<file path="src/rtl/writeback_mp.sv">
// ---------------------------------------------------------------------------
// writeback_mp
//
// Multi-lane writeback stage. Each lane carries its decode-time destination
// register down a short alignment line so it meets the matching execution
// result, then registers a register-file write. Writes to x0 are dropped.
// When several lanes target the same register in one cycle, only the
// highest-index lane writes. A retire counter tallies every valid uop,
// including dropped ones.
//
// Ports
//   clk           : single clock, rising edge
//   reset         : asynchronous, active-low reset
//   mem_stall     : freezes the alignment line and suppresses writes
//   rd_decode     : per-lane destination register from decode (packed lanes)
//   exe_result    : per-lane execution result (packed lanes)
//   uop_valid_in  : per-lane valid for exe_result
//   wb_addr       : per-lane register-file write address (registered)
//   wb_data       : per-lane register-file write data (registered)
//   wb_en         : per-lane register-file write enable (registered pulse)
//   retire_cnt    : running count of retired uops, wraps silently
// ---------------------------------------------------------------------------
module writeback_mp #(
   parameter int DATA_WIDTH     = 32,
   parameter int REG_ADDR_WIDTH = 5,
   parameter int LANES          = 2,
   parameter int RD_DELAY       = 2,
   parameter int CNT_WIDTH      = 32
) (
   input  logic                            clk,
   input  logic                            reset,
   input  logic                            mem_stall,
   input  logic [LANES*REG_ADDR_WIDTH-1:0] rd_decode,
   input  logic [LANES*DATA_WIDTH-1:0]     exe_result,
   input  logic [LANES-1:0]                uop_valid_in,
   output logic [LANES*REG_ADDR_WIDTH-1:0] wb_addr,
   output logic [LANES*DATA_WIDTH-1:0]     wb_data,
   output logic [LANES-1:0]                wb_en,
   output logic [CNT_WIDTH-1:0]            retire_cnt
);

   // Destination alignment line: index 0 is the newest sample, index
   // RD_DELAY-1 is the destination that pairs with the current result.
   logic [REG_ADDR_WIDTH-1:0] rd_line [LANES][RD_DELAY];
   logic [REG_ADDR_WIDTH-1:0] rd_al   [LANES];
   logic [LANES-1:0]          en_nxt;
   logic [CNT_WIDTH-1:0]      valid_cnt;

   always_comb begin
      for (int i = 0; i < LANES; i++) begin
         rd_al[i] = rd_line[i][RD_DELAY-1];
      end
   end

   // Write-enable selection: drop x0 writes, and let a higher lane win over
   // any lower lane aiming at the same register in the same cycle.
   // NOTE: every variable driven here gets a default before any condition,
   // so no path leaves it unassigned and no latch is inferred.
   always_comb begin
      en_nxt = '0;
      for (int i = 0; i < LANES; i++) begin
         en_nxt[i] = uop_valid_in[i] && (rd_al[i] != '0);
      end
      for (int i = 0; i < LANES; i++) begin
         for (int j = 0; j < LANES; j++) begin
            if ((j > i) && uop_valid_in[j] && (rd_al[j] == rd_al[i])) begin
               en_nxt[i] = 1'b0;
            end
         end
      end
   end

   // Popcount of valid lanes; suppressed uops still retire.
   always_comb begin
      valid_cnt = '0;
      for (int i = 0; i < LANES; i++) begin
         valid_cnt = valid_cnt + CNT_WIDTH'(uop_valid_in[i]);
      end
   end

   // NOTE: sequential state uses non-blocking assignments so every register
   // samples pre-edge values, which is what makes the shift line shift.
   // NOTE: the alignment line is a handful of flops, not a RAM, so it is
   // cleared on reset; this is what forces post-reset writes to x0.
   always_ff @(posedge clk or negedge reset) begin
      if (!reset) begin
         for (int i = 0; i < LANES; i++) begin
            for (int k = 0; k < RD_DELAY; k++) begin
               rd_line[i][k] <= '0;
            end
         end
         wb_addr    <= '0;
         wb_data    <= '0;
         wb_en      <= '0;
         retire_cnt <= '0;
      end else if (mem_stall) begin
         // Frozen: line and write payload hold, no write is issued.
         wb_en <= '0;
      end else begin
         for (int i = 0; i < LANES; i++) begin
            rd_line[i][0] <= rd_decode[i*REG_ADDR_WIDTH +: REG_ADDR_WIDTH];
            for (int k = 1; k < RD_DELAY; k++) begin
               rd_line[i][k] <= rd_line[i][k-1];
            end
            if (uop_valid_in[i]) begin
               wb_addr[i*REG_ADDR_WIDTH +: REG_ADDR_WIDTH] <= rd_al[i];
               wb_data[i*DATA_WIDTH +: DATA_WIDTH]         <= exe_result[i*DATA_WIDTH +: DATA_WIDTH];
            end
         end
         wb_en      <= en_nxt;
         retire_cnt <= retire_cnt + valid_cnt;
      end
   end

endmodule

</file>
<file path="config.mk">
export PLATFORM = sky130hd
export DESIGN_NAME = writeback_mp
export DESIGN_NICKNAME = d
export VERILOG_FILES = /design/src/rtl/writeback_mp.sv
export SDC_FILE = /design/constraint.sdc
export NUM_CORES = 1
export LEC_CHECK = 0
export ABC_AREA = 1
export CAP_MARGIN = 20
export CORE_MARGIN = 2
export CORE_UTILIZATION = 45
export CTS_CLUSTER_DIAMETER = 50
export DETAILED_ROUTE_END_ITERATION = 16
export PLACE_DENSITY = 0.76
export SLEW_MARGIN = 20
export SYNTH_ARGS = -nofsm -noshare
export SYNTH_HDL_FRONTEND = slang
export SYNTH_SLANG_ARGS = --single-unit
</file>
<file path="constraint.sdc">
create_clock -name clk -period 2.1 [get_ports clk]
set_input_delay 0.42 -clock clk [delete_from_list [all_inputs] [get_ports clk]]
set_output_delay 0.42 -clock clk [all_outputs]
set_load 0.1 [all_outputs]
</file>
==> flow_summary.ini <==
[final_layout]
post_layout_nonfiller_instances = 1015
antenna_cells_inserted = 0
layout-drive-gt1-share_pct = 21.3
finalNetCount = 936
area_growth_syn_to_layout_pct = 46.4
postLayoutCellArea_um2 = 8090

[synthesis]
synth.yosys.warnings = 0
synth-main-ff-cell = sky130_fd_sc_hd__dfrtp_1
synthesis.instances = 651
synth-edff-count = 0
yosys-top-cells-area = sky130_fd_sc_hd__dfrtp_1, sky130_fd_sc_hd__nand2_1, sky130_fd_sc_hd__inv_1
post_synth_instance_area_um2 = 5530
yosys.cell_count.top_type = sky130_fd_sc_hd__nand2_1
synth-seq-cells = 128
synthDistinctLibCells = 32
synth_area_per_cell_um2 = 8.49
netlist.area_leader.share_pct = 57.9
synth_top_area_cell = sky130_fd_sc_hd__dfrtp_1
netlist_top_cells_count = sky130_fd_sc_hd__nand2_1, sky130_fd_sc_hd__dfrtp_1, sky130_fd_sc_hd__inv_1, sky130_fd_sc_hd__nor2_1, sky130_fd_sc_hd__o21ai_0
async_reset_ff_share_pct = 100
synth.net_count = 732
synth.yosys.seq_area_share_pct = 57.9

[placement]
dp_hpwl_mm = 10.8
finalWeightedCongestion = 0.853
place.port_buffers = 186
placed_cell_area_um2 = 7380
worst_case_setup_slack_after_placement_ps = -430
place_inst = 981

[sta]
final_critical_path_setup_slack_ps = 158
timing.final.hold_violations = 0
final-setup-viol-count = 0
drv_slew = 0
final_period_minus_worst_setup_slack_ps = 1940
setup_repair_after_global_routing_missed_its_margin = false
timing.clock.skew_ps = 6.84
slew-limit-headroom_pct = 54.8
max_freq_ghz = 0.515
actual_transition_at_the_worst_max_transition_pin_ps = 677
setup_total_negative_slack_ps = 0
post-route-period-util_pct = 92.5

[drt]
detailedRoute.firstIterationViolations = 354
wire_length_after_detailed_routing_mm = 14.8
drtAntennaViolNets = 0
routed-via-count = 4987
route.detailed.wl_per_inst_um = 14.5
drc = 0
detail_route.vias_per_cell = 4.91
firstDrtPassIters = 5

[status]
result_of_the_run = finished, final reports clean

[setup_path]
setup.worst_path.class = flip-flop to flip-flop
worstPathRequired_ps = 2400
endpoint_kind = flip-flop
arrival_ps = 2250
path_max_fanout = 4
setup.worst_path.start_class = flip-flop

[clock_network]
cts_buffers = 17
cts-root-buf = sky130_fd_sc_hd__clkbuf_16
numClockSinks = 128
clkTransAtPathRegs_ps = 60
clock_latency_ps = 410
number_of_buffers_on_the_longest_clock_path = 2
cts_htree_levels = 4
cts_tree = built

[pwr]
switching_power_mw = 3.71
power.share.sequential_pct = 31.7
vdd.ir_drop.worst_mv = 1.80
p_leak_nw = 4.20
power_density_nw_per_um2 = 1170
pwr-share-clk_pct = 35.4
swShare_pct = 39.2
power.internal_mw = 5.75
power.share.combinational_pct = 32.9

[grt]
first_global_vias = 4811
grt-ovfl-total = 0
grt_use_total_pct = 22.7
grt_antenna_before_repair = 0
wire_length_of_the_first_global_routing_pass_mm = 23.3
grt_start_max_net_pins = 54

[die]
core.rowCount = 40
die_h_um = 115
area_of_the_die_um2 = 13200
initial_utilization_pct = 46.0
die_width_um = 115
boundaryPins = 187
core_region_area_um2 = 12000

[job]
drv_cap = 0

[min_path]
worstHoldPathType = input pin to asynchronous set/reset pin
## placed cells by master, fill, tap and decap left out, types with 2 or more instances in the layout
master                            Yosys  routed
sky130_fd_sc_hd__clkinvlp_4           0       2
sky130_fd_sc_hd__nand3b_1             7       7
sky130_fd_sc_hd__nand3_1             17      17
sky130_fd_sc_hd__clkbuf_1            10       2
sky130_fd_sc_hd__bufinv_16            0       6
sky130_fd_sc_hd__clkbuf_8             0       3
sky130_fd_sc_hd__nor2_2               5       3
sky130_fd_sc_hd__inv_1               59      55
sky130_fd_sc_hd__nor3_1               3       3
sky130_fd_sc_hd__nor2_1              31      31
sky130_fd_sc_hd__buf_12               0       2
sky130_fd_sc_hd__clkbuf_16            0      17
sky130_fd_sc_hd__nand2_1            303     303
sky130_fd_sc_hd__nor2_4               7       9
sky130_fd_sc_hd__inv_2                1       5
sky130_fd_sc_hd__xor2_1              12      12
sky130_fd_sc_hd__o21ai_0             31      31
sky130_fd_sc_hd__buf_4                0     124
sky130_fd_sc_hd__nand4_1              7       7
sky130_fd_sc_hd__nand2_2              2       2
sky130_fd_sc_hd__nand3_2              2       2
sky130_fd_sc_hd__clkdlybuf4s50_1      0      75
sky130_fd_sc_hd__dfrtp_1            128     126
sky130_fd_sc_hd__xnor2_1              5       5
sky130_fd_sc_hd__clkinv_2             0       2
sky130_fd_sc_hd__dlymetal6s2s_1       0       2
## timing repair
action / 4_1_cts / 5_1_grt
setup buffers: 0 / 1
resized for setup: 1 / 6
pin swaps: 1 / 5
endpoints found under the hold margin: 24 / 0
hold buffers: 1 / 0
setup endpoints to repair: 1 / 10
## power by group through the flow
stage	logic, mW	registers (mW)	clock network, mW
2_1_floorplan	0.434	4.84	0
3_3_place_gp	3.06	3.02	0
3_5_place_dp	3.10	3.03	0
4_1_cts	3.11	3.00	3.40
5_1_grt	3.25	3.04	3.51
6_report	3.11	3.00	3.35
## logic make-up (layout without fill, tap and decap cells)
kind of cell | count (synthesis) | after routing | share of synthesized area, %
fa+ha+maj | 2 | 2 | 0.588
buf+inv | 80 | 297 | 5.77
flops | 128 | 128 | 57.9
xor+xnor | 17 | 17 | 2.69
simple gates | 388 | 388 | 29.6
compound gates | 36 | 36 | 3.37
## final timing paths
path / from / to / slack (ps) / cells after the start
setup / recovery: retire_cnt[0]$_DFFE_PN0N_ / retire_cnt[18]$_DFFE_PN0N_ / 160 / 11
setup reg to reg: retire_cnt[0]$_DFFE_PN0N_ / retire_cnt[18]$_DFFE_PN0N_ / 160 / 11
max in group asynchronous: reset / retire_cnt[0]$_DFFE_PN0N_ / 950 / 3
hold reg to reg: wb_data[49]$_DFFE_PN0P_ / wb_data[49]$_DFFE_PN0P_ / 460 / 2
min in group clk: wb_data[49]$_DFFE_PN0P_ / wb_data[49]$_DFFE_PN0P_ / 470 / 2
hold / removal: reset / wb_data[63]$_DFFE_PN0P_ / 460 / 2
## through the flow
| stage | util [%] | hold slack [ps] | total power [mW] |
|---|---|---|---|
| CTS | 67.2 | 454 | 9.50 |
| finish | 67.4 | 465 | 9.46 |
| global route | 67.4 | 482 | 9.80 |
| detailed placement | 61.4 | 357 | 6.13 |
| floorplan | - | 124 | 5.28 |
| global placement | 61.4 | 347 | 6.08 |
## metal layers
| layer | share of wire (%) | GRT usage (%) | routed length, um |
|---|---|---|---|
| met5 | 0 | 0 | 0 |
| met1 | 43 | 28.7 | 6320 |
| met2 | 48 | 37.6 | 7130 |
| met3 | 6.9 | 5.80 | 1010 |
| met4 | 2.0 | 8.76 | 288 |
## critical path: stages (launching register included)
cell and delay (ps):
sky130_fd_sc_hd__dfrtp_4 420, sky130_fd_sc_hd__inv_2 40, sky130_fd_sc_hd__fa_2 390, sky130_fd_sc_hd__inv_2 100, sky130_fd_sc_hd__ha_4 150, sky130_fd_sc_hd__nand3_1 90, sky130_fd_sc_hd__nor2_2 180, sky130_fd_sc_hd__nand2_2 120
sky130_fd_sc_hd__nor2_4 160, sky130_fd_sc_hd__nand2_1 60, sky130_fd_sc_hd__nand2_1 80, sky130_fd_sc_hd__nand2_1 50
## sequential cells by signal, summed over array words and instances (netlist names)
register and count:
wb_addr 10, retire_cnt 32, rd_line 10, wb_data 64, wb_en 2, rd_al 10
## area by class of cell
type / instances / area [um^2]
clock buffer: 22 / 474
clock inverter: 10 / 205
fill: 962 / 3920
inverter: 61 / 234
multi-input combinational: 443 / 2030
sequential: 128 / 3210
tap: 147 / 184
timing repair buffer: 204 / 1760
Note: power is estimated with default switching activity, not from simulation.
